--- src/rtl/tri_bus_arbiter_if.sv ---
// Bus-side signal bundle for tri_bus_arbiter: requester handshake in,
// grant/enable/status out. The arbiter takes the master view; requesters
// and the driver enables they feed take the slave view.
interface tri_bus_arbiter_if #(
  parameter int N  = 4,
  parameter int IW = $clog2(N)
);

  logic [N-1:0]  req;      // level request per driver
  logic [N-1:0]  done;     // release pulse per driver
  logic [N-1:0]  grant;    // one-hot owner select (GRANT and DRIVE)
  logic [N-1:0]  en;       // one-hot tristate driver enable (DRIVE only)
  logic [IW-1:0] owner;    // index of current or last owner
  logic          busy;     // high in GRANT, DRIVE and TURN
  logic          timeout;  // one-cycle pulse on a forced release

  // Arbiter side: samples requests, drives grants and enables.
  modport master (
    input  req,
    input  done,
    output grant,
    output en,
    output owner,
    output busy,
    output timeout
  );

  // Requester side: raises requests and releases, observes ownership.
  modport slave (
    output req,
    output done,
    input  grant,
    input  en,
    input  owner,
    input  busy,
    input  timeout
  );

endinterface

--- src/rtl/tri_bus_arbiter.sv ---
// Round-robin arbiter and sequencer for a shared tristate/wired-logic net.
// Grants the net to one requester at a time, drives only that requester's
// enable, and inserts a TURN + GRANT all-off gap between owners so no two
// enables can overlap. Each grant is capped at MAX_HOLD drive cycles.
module tri_bus_arbiter #(
  parameter int N        = 4,
  parameter int MAX_HOLD = 8,
  parameter int IW       = $clog2(N)
) (
  input  logic              clk,
  input  logic              rst_n,
  tri_bus_arbiter_if.master bus
);

  typedef enum logic [1:0] {
    IDLE  = 2'd0,
    GRANT = 2'd1,
    DRIVE = 2'd2,
    TURN  = 2'd3
  } state_t;

  localparam logic [7:0]    HOLD_LIMIT = 8'(MAX_HOLD);
  localparam logic [IW-1:0] LAST_IDX   = IW'(N - 1);

  state_t        state;
  logic [IW-1:0] ptr;         // first index searched by the next arbitration
  logic [7:0]    hold_cnt;    // drive cycles spent in the current grant

  logic [N-1:0]  grant_q;
  logic [N-1:0]  en_q;
  logic [IW-1:0] owner_q;
  logic          busy_q;
  logic          timeout_q;

  logic          pick_valid;
  logic [IW-1:0] pick_idx;
  logic [IW-1:0] pick_next;
  logic [IW-1:0] scan_idx;
  logic          owner_req;
  logic          owner_done;

  // Expand an owner index into a one-hot vector.
  function automatic logic [N-1:0] to_onehot(input logic [IW-1:0] idx);
    logic [N-1:0] vec;
    vec      = '0;
    vec[idx] = 1'b1;
    return vec;
  endfunction

  // Round-robin search: first set request at or after ptr, wrapping mod N.
  // Scanning from the far end lets the closest candidate overwrite the rest.
  always_comb begin
    // NOTE: every variable gets a default before any conditional write, so
    // no path leaves a value unassigned and no latch is inferred.
    pick_valid = 1'b0;
    pick_idx   = '0;
    scan_idx   = '0;
    for (int i = N - 1; i >= 0; i--) begin
      scan_idx = IW'((int'(ptr) + i) % N);
      if (bus.req[scan_idx]) begin
        pick_valid = 1'b1;
        pick_idx   = scan_idx;
      end
    end
    pick_next = (pick_idx == LAST_IDX) ? '0 : pick_idx + 1'b1;
  end

  // Only the owner's request and release are ever looked at.
  always_comb begin
    owner_req  = bus.req[owner_q];
    owner_done = bus.done[owner_q];
  end

  // Sequencer: IDLE -> GRANT -> DRIVE -> TURN, all outputs registered.
  always_ff @(posedge clk or negedge rst_n) begin
    if (!rst_n) begin
      // NOTE: the arbitration pointer and hold counter are reset together
      // with the state so the first grant after reset always searches from 0.
      state     <= IDLE;
      ptr       <= '0;
      hold_cnt  <= '0;
      grant_q   <= '0;
      en_q      <= '0;
      owner_q   <= '0;
      busy_q    <= 1'b0;
      timeout_q <= 1'b0;
    end else begin
      // NOTE: non-blocking assignments throughout, so every branch sees the
      // pre-edge values and later defaults are cleanly overridden.
      timeout_q <= 1'b0;

      unique case (state)
        IDLE: begin
          if (pick_valid) begin
            state   <= GRANT;
            grant_q <= to_onehot(pick_idx);
            owner_q <= pick_idx;
            ptr     <= pick_next;
            busy_q  <= 1'b1;
          end
        end

        // One setup cycle with the enable still off.
        GRANT: begin
          if (owner_req) begin
            state    <= DRIVE;
            en_q     <= grant_q;
            hold_cnt <= 8'd1;
          end else begin
            state   <= TURN;
            grant_q <= '0;
            en_q    <= '0;
          end
        end

        // Release on done or abandon; otherwise force release at the cap.
        // done is checked first so it beats a coinciding hold limit.
        DRIVE: begin
          if (owner_done || !owner_req) begin
            state   <= TURN;
            grant_q <= '0;
            en_q    <= '0;
          end else if (hold_cnt == HOLD_LIMIT) begin
            state     <= TURN;
            grant_q   <= '0;
            en_q      <= '0;
            timeout_q <= 1'b1;
          end else begin
            hold_cnt <= hold_cnt + 8'd1;
          end
        end

        // Guaranteed all-off cycle; re-arbitrate straight into GRANT.
        TURN: begin
          if (pick_valid) begin
            state   <= GRANT;
            grant_q <= to_onehot(pick_idx);
            owner_q <= pick_idx;
            ptr     <= pick_next;
          end else begin
            state  <= IDLE;
            busy_q <= 1'b0;
          end
        end

        default: begin
          state   <= IDLE;
          grant_q <= '0;
          en_q    <= '0;
          busy_q  <= 1'b0;
        end
      endcase
    end
  end

  assign bus.grant   = grant_q;
  assign bus.en      = en_q;
  assign bus.owner   = owner_q;
  assign bus.busy    = busy_q;
  assign bus.timeout = timeout_q;

endmodule

--- src/flat_wrapper.sv ---
// flat-port wrapper written by rule: the top's interface ports become plain ports
module tri_bus_arbiter_flat 
#(
  parameter int N        = 4,
  parameter int MAX_HOLD = 8,
  parameter int IW       = $clog2(N)
)
  (clk, rst_n, bus_req, bus_done, bus_grant, bus_en, bus_owner, bus_busy, bus_timeout);
  tri_bus_arbiter_if #(.N(N), .IW(IW)) bus_i ();
  input  logic clk;
  input  logic rst_n;
  input wire logic [$bits(bus_i.req)-1:0] bus_req;
  input wire logic [$bits(bus_i.done)-1:0] bus_done;
  output wire logic [$bits(bus_i.grant)-1:0] bus_grant;
  output wire logic [$bits(bus_i.en)-1:0] bus_en;
  output wire logic [$bits(bus_i.owner)-1:0] bus_owner;
  output wire logic [$bits(bus_i.busy)-1:0] bus_busy;
  output wire logic [$bits(bus_i.timeout)-1:0] bus_timeout;
  assign bus_i.req = bus_req;
  assign bus_i.done = bus_done;
  assign bus_grant = bus_i.grant;
  assign bus_en = bus_i.en;
  assign bus_owner = bus_i.owner;
  assign bus_busy = bus_i.busy;
  assign bus_timeout = bus_i.timeout;
  tri_bus_arbiter #(.N(N), .MAX_HOLD(MAX_HOLD), .IW(IW)) u_core (.clk(clk), .rst_n(rst_n), .bus(bus_i));
endmodule
--- config.mk ---
export PLATFORM = sky130hd
export DESIGN_NAME = tri_bus_arbiter_flat
export DESIGN_NICKNAME = d
export VERILOG_FILES = /design/src/rtl/tri_bus_arbiter_if.sv /design/src/rtl/tri_bus_arbiter.sv /design/src/flat_wrapper.sv
export SDC_FILE = /design/constraint.sdc
export NUM_CORES = 1
export LEC_CHECK = 0
export ABC_AREA = 1
export CAP_MARGIN = 20
export CORE_MARGIN = 5
export CORE_UTILIZATION = 40
export CTS_CLUSTER_DIAMETER = 40
export CTS_CLUSTER_SIZE = 16
export DETAILED_ROUTE_END_ITERATION = 12
export MAX_ROUTING_LAYER = met4
export PLACE_DENSITY = 0.69
export SYNTH_ARGS = -nofsm -noshare
export SYNTH_HDL_FRONTEND = slang
export SYNTH_SLANG_ARGS = --single-unit
--- constraint.sdc ---
create_clock -name clk -period 1.9 [get_ports clk]
set_input_delay 0.57 -clock clk [delete_from_list [all_inputs] [get_ports clk]]
set_output_delay 0.57 -clock clk [all_outputs]
set_load 0.01 [all_outputs]
# Word level (Yosys, flattened, before mapping)

Cells that the tools add are included.
Widths: inputs -> output; s select.

Register bits after elaboration: 24
Output and inout port bits: 12
Bits in latches: 0
Bits of input ports: 10
Memories kept: 0
Bits in writable memories: 0
Memory bits (read-only): 0
Logic and storage cells: 90

$add $sub $neg: 5
Multiply operators: 0
Muxes and demuxes: 45
Reductions and logical operators: 13
Shifts and indexed selects: 0
Bitwise operators: 0
Divide/modulo/power cells: 0
Equal/unequal tests: 12
Magnitude comparators: 7

Operator list:

| cell                | number |
|---|---|
| $mux 8              | 3 |
| $lt 2x3->1 const B  | 6 |
| $mux 1              | 18 |
| $mux 2              | 8 |
| $mux 4              | 4 |
| $pmux 8 s2          | 1 |
| $bmux 1 s2          | 6 |
| $pmux 4 s3          | 1 |
| $add 8x1->8 const B | 1 |
| $eq 8x4->1 const B  | 1 |
| $pmux 2 s4          | 1 |
| $pmux 4 s2          | 1 |
| $reduce_and 2->1    | 4 |
| $eq 2x2->1 const B  | 3 |
| $ne 2x1->1 const B  | 3 |
| $ne 2x2->1 const B  | 3 |
| $add 2x1->2 const B | 2 |
| $add 2x2->2 const B | 2 |
| $reduce_and 4->1    | 1 |
| $reduce_bool 2->1   | 2 |
| $ne 3x1->1 const B  | 1 |
| $reduce_and 3->1    | 1 |
| $demux 1 s2         | 1 |
| $eq 2x1->1 const B  | 1 |
| other kinds (7)     | 7 |

# Logic depth before layout (Yosys ltp)

Gate-level depths: netlist of the first run.

Depth after elaboration: 13
Gate-level depth with buffers: 16
Gate-level depth less buffers: 15

# Worst setup path before layout of the first run

Ideal clock, no wire load.

Kind: input -> register
From: input bus_req[0]
To: register u_core.grant_q[3] (netlist: u_core.bus.grant[3])
Setup slack: 0.205 ns
Data required time: 1.783 ns
Setup time: 0.117 ns
Stages on the path: 13
Path buffers: 0
Arrival time: 1.578 ns
Cells stage by stage: nand2_1 nand2_1 nor2_1 inv_1 nand2_1 nand3_1 nand2_1 inv_1 ha_1 nand2_1 nand2_1 nand3_1 nand2_1

Word-level cells in the longest chain between the ends: 12
Elaborated cells between the ends (all ways): 32
Those cells by class: order compare: 2; eq/ne: 2; mux: 24; reduce/logical: 4

RTL lines:

| element                                                        | line                                          | source |
|---|---|---|
| start, declared                                                | flat_wrapper.sv:12                            | `input wire logic [$bits(bus_i.req)-1:0] bus_req;` |
| $bmux 1 s2                                                     | tri_bus_arbiter.sv:60                         | `if (bus.req[scan_idx]) begin` |
| $mux 1 (implied by the code)                                   | tri_bus_arbiter.sv:60                         |  |
| $mux 2 (3 in a row)                                            | tri_bus_arbiter.sv:60                         |  |
| $mux 2 (*)                                                     | tri_bus_arbiter.sv:60                         |  |
| net u_core.pick_idx[0]                                         | tri_bus_arbiter.sv:36                         | `logic [IW-1:0] pick_idx;` |
| $lt 2x3->1 (implied by the code) or $ge 2x1->1 (tied branches) | tri_bus_arbiter.sv:46                         | `vec[idx] = 1'b1;` |
| $logic_and 1x1->1 (implied by the code)                        | tri_bus_arbiter.sv:46                         |  |
| $mux 1 (implied by the code)                                   | tri_bus_arbiter.sv:46                         |  |
| $demux 1 s2 (*)                                                | -                                             |  |
| $mux 4 (*)                                                     | tri_bus_arbiter.sv:94, tri_bus_arbiter.sv:135 |  |
| $pmux 4 s3 (*)                                                 | tri_bus_arbiter.sv:92                         | `unique case (state)` |
| end signal, assigned                                           | tri_bus_arbiter.sv:96                         | `grant_q <= to_onehot(pick_idx);` |
| end signal, assigned                                           | tri_bus_arbiter.sv:137                        | `grant_q <= to_onehot(pick_idx);` |
| end, declared                                                  | tri_bus_arbiter.sv:29                         | `logic [N-1:0] grant_q;` |

Mark *: on every way through the listed nets, which the timed path passes. The rest lies on a longest branch. The select of a mux whose other input is x is not followed.
A chain may end at the register's enable or synchronous reset.

# Final worst setup path of the first run

From: register u_core.owner_q[0] (netlist: u_core.bus.owner[0])
To: output bus_owner[0]

RTL lines:

| element                | line                   | source |
|---|---|---|
| start, declared        | tri_bus_arbiter.sv:31  | `logic [IW-1:0] owner_q;` |
| start signal, assigned | tri_bus_arbiter.sv:97  | `owner_q <= pick_idx;` |
| start signal, assigned | tri_bus_arbiter.sv:138 | `owner_q <= pick_idx;` |
| end, declared          | flat_wrapper.sv:16     | `output wire logic [$bits(bus_i.owner)-1:0] bus_owner;` |

No word-level cell between the ends.

==> summary.txt, run 1 <==
Status = complete, no violations
Vias in the first global route = 1477
Crit-path leading delay family = buffers and inverters
Clk sinks = 24
Adder-cell area share of the yosys netlist = 0.08000
Minimum clock period = 1.832 ns
Layout cells sized above 1 = 0.2172
Arrival @ worst endpoint = 1.26 ns
Cell count along the critical path = 1
Clk pin slew, worst setup/hold paths = 0.09 ns
Die X = 75.58 µm
Peak VDD IR = 683.1 µV
Setup_tns = 0 ns
Synth Area in Compound Gates = 0.07200
Worst Hold Depth = 2
Max Freq = 546.0 MHz
Clk Tree Root Cell = clkbuf_8
Post-DR wirelength/cell = 10.64 µm
CP Launch Type = flip-flop
Critical Path, Cell by Cell = clkdlybuf4s50_1
Hold Buf Count CTS = 0
Crit path to = bus_owner[0]
Area Overhead vs Synth = 29.67%
Global route total overflow = 0
CORE AREA = 0.004086 mm²
Die height = 75.58 µm
Clock Skew = 0.008306 ns
Seq cells post-synth = 24
Diode count = 0
# DRC = 0
Initial antenna violation count = 0
Worst reg2reg setup slack = 0.12 ns
Commonest non-fill, non-tap cell in the layout = nand2_1
Hold Crit Class = reg -> reg
Synth area leaders = dfrtp_1 (35%), nand2_1 (20%), ha_1 (8.0%), nand3_1 (7.6%), inv_1 (5.9%)
Nets = 312
Synth area leader = dfrtp_1
Max-slew headroom = 0.7581
R2R Path End = u_core.bus.grant[3]$_DFFE_PN0P_
Synth warn = 0
Simple logic cell fraction of the synthesized area = 0.3804
Reg2reg start = u_core.ptr[0]$_DFFE_PN0P_
Area after DPL = 0.002098 mm²
Worst path required time = 1.33 ns
WL final = 3617 µm
Die area = 0.005712 mm²
Cell Pwr Density = 1589 mW/mm²
# IOs = 22
Starting Density = 0.4210
Commonest cells after routing, fill and taps aside = nand2_1 (82), inv_1 (27), buf_4 (25)
Slew @ Worst Pin = 0.3629 ns
CP Buf/Inv Count = 1
CP startpoint = u_core.bus.owner[0]$_DFFE_PN0P_
GRT Total Usage = 0.1419
Crit end category = output port
Post-synth net total = 265
Synth Area in XOR/XNOR = 0.02545
Pwr Total = 3.544 mW
H-tree Lvls = 1
First-pass GRT wire length = 6251 µm
CP Max Fanout = 7
Post-route ant nets = 0
Detailed Place HPWL = 2727 µm
Final hold vios = 0
CTS max path bufs = 2
MaxCap Viol Count = 0
CTS tree = done
Critical Path Max Stage Delay = 0.56 ns
Synth top area share = 0.3491
Unique masters post-synth = 24
GPL Wtd Cong = 0.8798
Largest family of logic cells by synthesized area = simple AND/OR/NAND/NOR gates
Syn Std Cell Area = 0.001720 mm²
Row cnt = 23
Routed vias = 1580
Mean Syn Cell Area = 7.051 µm²
Vias per cell = 4.647
Cts bufs inserted = 3
Iteration-0 DRC Markers = 88
Clk Latency, worst-skew pair = 0.27 ns
Post-synthesis sequential area ratio = 0.3491
Synth Instances = 244
Fin area = 0.002231 mm²
Largest net degree at the start of global routing = 25
Port Buffers = 21
Mux cell area share after synthesis = 0
CP max stage cell = clkdlybuf4s50_1
Reg2reg path depth = 14
Leakage = 1.166 nW
Worst hold margin = 0.4972 ns
CP Class = reg -> out
# setup viols final = 0
Tcrit/Tclk final = 0.9640
Router iterations before antenna repair = 4
Pins Over Slew Limit = 0
[through the flow]
step / instances / setup WS (ns) / util
2_1_floorplan: 244 / 0.2049 / -
3_3_place_gp: 331 / -0.4330 / 0.5135
3_5_place_dp: 331 / -0.4788 / 0.5135
4_1_cts: 336 / 0.01834 / 0.5321
5_1_grt: 340 / -0.03510 / 0.5459
6_report: 340 / 0.06841 / 0.5459
[metal layers]
metal | global-route usage | part of all wire | vias to the layer above
met5 | - | 0 | -
met4 | 0.04272 | 0.019 | 0
met3 | 0.01451 | 0.039 | 7
met2 | 0.2359 | 0.47 | 31
met1 | 0.1820 | 0.47 | 687
li1 | - | - | 855
[kinds of logic (layout without fill, tap and decap cells)]
family | Yosys count | in the layout
xor+xnor | 5 | 5
buf+inv | 34 | 80
simple gates | 150 | 150
compound gates | 20 | 20
flops | 24 | 24
fa+ha+maj | 11 | 11
[synthesized netlist by cell type]
cell,n
nor3_1,3
buf_6,4
xor2_1,4
nor2_2,1
clkinv_1,1
nand4_1,2
nand2_1,91
o21ai_0,11
xnor2_1,1
nand4_2,1
nand3_1,26
or2_2,2
nand2_2,2
nor2_1,18
o21a_1,2
inv_2,1
ha_1,11
nand2_4,3
o21ai_1,2
dfrtp_1,24
o21ai_2,5
inv_1,27
inv_4,1
nand3_2,1
[worst min path at each step]
stage	start	slack [ns]	to
floorplan	rst_n	0.27	u_core.bus.busy$_DFFE_PN0P_
global placement	u_core.bus.en[3]$_DFFE_PN0P_	0.47	u_core.bus.en[3]$_DFFE_PN0P_
detailed placement	u_core.bus.busy$_DFFE_PN0P_	0.48	u_core.bus.busy$_DFFE_PN0P_
CTS	u_core.bus.en[1]$_DFFE_PN0P_	0.51	u_core.bus.en[1]$_DFFE_PN0P_
global route	u_core.bus.busy$_DFFE_PN0P_	0.53	u_core.bus.busy$_DFFE_PN0P_
finish	u_core.bus.busy$_DFFE_PN0P_	0.50	u_core.bus.busy$_DFFE_PN0P_
[repair_timing]
| item | 4_1_cts | 5_1_grt |
|---|---|---|
| endpoints found under the setup margin | 7 | 11 |
| pin swaps | 4 | 4 |
| gates resized for setup | 11 | 12 |
| setup buffers | 1 | 4 |
[layout make-up]
class,instances,area (µm²)
timing repair buffer,46,392.9
sequential,24,605.6
multi-input combinational,186,999.7
tap,50,62.56
fill,389,1856
inverter,30,115.1
clock buffer,4,55.05
[where the power goes]
| part | total [mW] | leakage [nW] | switching, mW | internal [mW] |
|---|---|---|---|---|
| sequential | 0.834 | 0.311 | 0.164 | 0.671 |
| combinational | 2.36 | 0.827 | 1.32 | 1.03 |
| clock | 0.354 | 0.0288 | 0.169 | 0.185 |
[state kept, by name, summed over array words and instances, names as in the netlist]
register,flops
u_core.bus.en,4
u_core.hold_cnt,8
u_core.bus.busy,1
u_core.state,2
u_core.ptr,2
u_core.bus.grant,4
u_core.bus.owner,2
u_core.bus.timeout,1
(Power assumes the default switching activity.)
==> run 2: changes to the inputs <==
ABC_AREA = 0   (was 1)
PLACE_DENSITY = 0.7   (was 0.69)
==> summary.txt, run 2 <==
Most common cell in the netlist = dfrtp_1 (was nand2_1)
Post-synthesis sequential area ratio = 0.4113 (was 0.3491)
Max-slew headroom = 0.7218 (was 0.7581)
CTS tree = done (unchanged)
Pins Over Slew Limit = 0 (unchanged)
Worst Setup Slack, final = -0.2114 ns (was 0.06841 ns)
Post-route ant nets = 0 (unchanged)
Nets = 231 (was 312)
Router iterations before antenna repair = 4 (unchanged)
Top post-synthesis cells by count = dfrtp_1 (24), ha_1 (11), inv_1 (11), a22o_1 (10), o31ai_1 (7) (was nand2_1 (91), inv_1 (27), nand3_1 (26), dfrtp_1 (24), nor2_1 (18))
CP max stage cell = or4_1 (was clkdlybuf4s50_1)
Die height = 70.42 µm (was 75.58 µm)
Post-synth net total = 157 (was 265)
Hold Crit Class = reg -> reg (unchanged)
MaxCap Viol Count = 0 (unchanged)
# setup viols final = 18 (was 0)
Share of power burned in combinational logic = 0.684 (was 0.665)
Crit path top cell by count = buf_4
Switching power = 1.453 mW (was 1.657 mW)
Status = finished with violations (was complete, no violations)
Layout cells sized above 1 = 0.4183 (was 0.2172)
Minimum clock period = 2.111 ns (was 1.832 ns)
Port Buffers = 21 (unchanged)
CP Max Fanout = 7 (unchanged)
Switching part of the total = 0.4039 (was 0.4675)
Tcrit/Tclk final = 1.111 (was 0.9640)
Seq pwr share = 0.234 (was 0.235)
Routed vias = 1416 (was 1580)
First-pass GRT wire length = 6637 µm (was 6251 µm)
Worst hold margin = 0.5038 ns (was 0.4972 ns)
Initial antenna violation count = 0 (unchanged)
HP Start = u_core.bus.en[1]$_DFFE_PN0P_ (was u_core.bus.busy$_DFFE_PN0P_)
Area after DPL = 0.001999 mm² (was 0.002098 mm²)
Clk pin slew, worst setup/hold paths = 0.08 ns (was 0.09 ns)
Syn Std Cell Area = 0.001460 mm² (was 0.001720 mm²)
Worst path required time = 2.09 ns (was 1.33 ns)
Area Overhead vs Synth = 58.87% (was 29.67%)
Fin area = 0.002320 mm² (was 0.002231 mm²)
Clk sinks = 24 (unchanged)
GRT Total Usage = 0.1705 (was 0.1419)
Clk network pwr share = 0.082 (was 0.100)
Commonest cells after routing, fill and taps aside = buf_4 (44), dfrtp_1 (22), clkdlybuf4s50_1 (17) (was nand2_1 (82), inv_1 (27), buf_4 (25))
Max reg flops = 8 (unchanged)
Most flop-heavy register = u_core.hold_cnt (unchanged)
Post-DR wirelength/cell = 16.81 µm (was 10.64 µm)
Mean Syn Cell Area = 10.74 µm² (was 7.051 µm²)
Unrepaired setup endpoints after global routing = yes
Vias per cell = 5.531 (was 4.647)
Dominant synthesized flop cell = dfrtp_1 (unchanged)
Largest net degree at the start of global routing = 25 (unchanged)
Max Freq = 473.6 MHz (was 546.0 MHz)
Ys async rst share = 1.000 (unchanged)
Vias in the first global route = 1438 (was 1477)
CP Class = reg -> reg (was reg -> out)
H-tree Lvls = 1 (unchanged)
Detailed Place HPWL = 2881 µm (was 2727 µm)
CORE AREA = 0.003606 mm² (was 0.004086 mm²)
Clk Tree Root Cell = clkbuf_8 (unchanged)
# IOs = 22 (unchanged)
GPL Wtd Cong = 0.8502 (was 0.8798)
Slew @ Worst Pin = 0.4121 ns (was 0.3629 ns)
Row cnt = 22 (was 23)
CTS max path bufs = 2 (unchanged)
Global route total overflow = 0 (unchanged)
Reg2reg start = u_core.state[1]$_DFFE_PN0P_ (was u_core.ptr[0]$_DFFE_PN0P_)
Synth area leaders = dfrtp_1 (41%), ha_1 (9.4%), a22o_1 (6.0%), mux2i_1 (4.1%), o31ai_1 (3.6%) (was dfrtp_1 (35%), nand2_1 (20%), ha_1 (8.0%), nand3_1 (7.6%), inv_1 (5.9%))
Cell Pwr Density = 1551 mW/mm² (was 1589 mW/mm²)
Pwr Total = 3.597 mW (was 3.544 mW)
Critical Path Max Stage Delay = 0.47 ns (was 0.56 ns)
Clock Skew = 0.002320 ns (was 0.008306 ns)
Clk Latency, worst-skew pair = 0.26 ns (was 0.27 ns)
Seq cells post-synth = 24 (unchanged)
Leakage = 1.039 nW (was 1.166 nW)
Cts bufs inserted = 3 (unchanged)
Fillers = 257 (was 389)
# DRC = 0 (unchanged)
CP startpoint = u_core.state[1]$_DFFE_PN0P_ (was u_core.bus.owner[0]$_DFFE_PN0P_)
Commonest non-fill, non-tap cell in the layout = buf_4 (was nand2_1)
Diode count = 0 (unchanged)
Failing checks = negative setup slack
WL final = 4303 µm (was 3617 µm)
Arrival @ worst endpoint = 2.30 ns (was 1.26 ns)
Synth Instances = 136 (was 244)
Final hold vios = 0 (unchanged)
Die area = 0.004959 mm² (was 0.005712 mm²)
Critical Path, Cell by Cell = buf_4, ha_4, nor2b_4, buf_4, o41ai_4, buf_4, buf_4, or4_1, a21boi_1 (was clkdlybuf4s50_1)
Crit end category = flip-flop (was output port)
Synth area leader = dfrtp_1 (unchanged)
Peak VDD IR = 664.7 µV (was 683.1 µV)
Internal cell power = 2.144 mW (was 1.887 mW)
Synth top area share = 0.4113 (was 0.3491)
Die X = 70.42 µm (was 75.58 µm)
Unique masters post-synth = 39 (was 24)
CP Launch Type = flip-flop (unchanged)
Iteration-0 DRC Markers = 92 (was 88)
Number of flops mapped to enable cells by yosys = 0 (unchanged)
Starting Density = 0.4049 (was 0.4210)
Synth warn = 0 (unchanged)
run 2: cell types whose count changed after synthesis, sizes merged, moves of 6 or more:
cell   before  now
nor2       19    3
inv        29   11
a21oi       0    6
mux2i       0    6
o31ai       0    7
nand2      96    5
o21ai      18    1
a22o        0   10
nand3      27    3
run 2: metrics by stage:
stage	cells	worst slack (ns)	util	TNS (ns)
floorplan	136	-0.1717	-	-0.1717
global placement	239	-0.4554	0.5545	-8.945
detailed placement	239	-0.5505	0.5545	-10.34
CTS	247	-0.1592	0.5920	-1.628
global route	256	-0.2642	0.6433	-3.889
finish	256	-0.2114	0.6433	-2.324
run 2: power by group through the flow:
stage | logic (mW) | clock network (mW) | registers (mW)
4_1_cts | 2.05 | 0.299 | 0.837
3_5_place_dp | 1.84 | 0 | 0.847
5_1_grt | 2.64 | 0.319 | 0.865
3_3_place_gp | 1.76 | 0 | 0.833
2_1_floorplan | 0.967 | 0 | 0.862
6_report | 2.46 | 0.293 | 0.843
run 2: repair_timing:
action                     in CTS  in global routing
hold buffers                    0                  0
pin swaps                       7                 11
setup buffers                   5                  9
gates cloned                    0                  0
gates resized for setup        19                 26
setup endpoints to repair      23                 24
run 2: layout make-up:
cell class / count / area, µm² / area share
Sequential cell: 24 / 603.1 / 0.2600
Clock buffer: 3 / 41.29 / 0.01780
Inverter: 11 / 41.29 / 0.01780
Timing Repair Buffer: 70 / 593.1 / 0.2557
Tap cell: 48 / 60.06 / 0.02589
Multi-Input combinational cell: 100 / 980.9 / 0.4229
run 2: worst paths after layout:
check | depth (start not counted) | to | slack (ns)
worst max register to register | 9 | u_core.hold_cnt[3]$_DFFE_PN0P_ | -0.21
min in group asynchronous | 2 | u_core.ptr[1]$_DFFE_PN0P_ | 0.67
worst min-delay path | 1 | u_core.bus.en[1]$_DFFE_PN0P_ | 0.50
worst min register to register | 1 | u_core.bus.en[1]$_DFFE_PN0P_ | 0.50
max in group asynchronous | 2 | u_core.bus.owner[1]$_DFFE_PN0P_ | 0.97
worst max-delay path | 9 | u_core.hold_cnt[3]$_DFFE_PN0P_ | -0.21
run 2: cell families after synthesis:
logic type	synth area share
simple gates	0.1637
compound gates	0.2202
flops	0.4113
fa+ha+maj	0.09426
mux	0.07969
buf+inv	0.03085
run 2: worst max-delay path: cells and delay by family (launching register included):
kind	cells	cell delay, ns
and+or+nand+nor	2	0.64
DFF	1	0.41
adders and majority gates	1	0.18
buffers and inverters	4	0.61
AOI/OAI and AO/OA	2	0.20
run 2: per-layer routing:
metal	routed length (µm)	global-route usage	up-vias
met3	161	0.02158	15
met2	2252	0.3129	49
li1	-	-	667
met1	1741	0.1834	685
met5	0	-	-
met4	148	0.06809	0
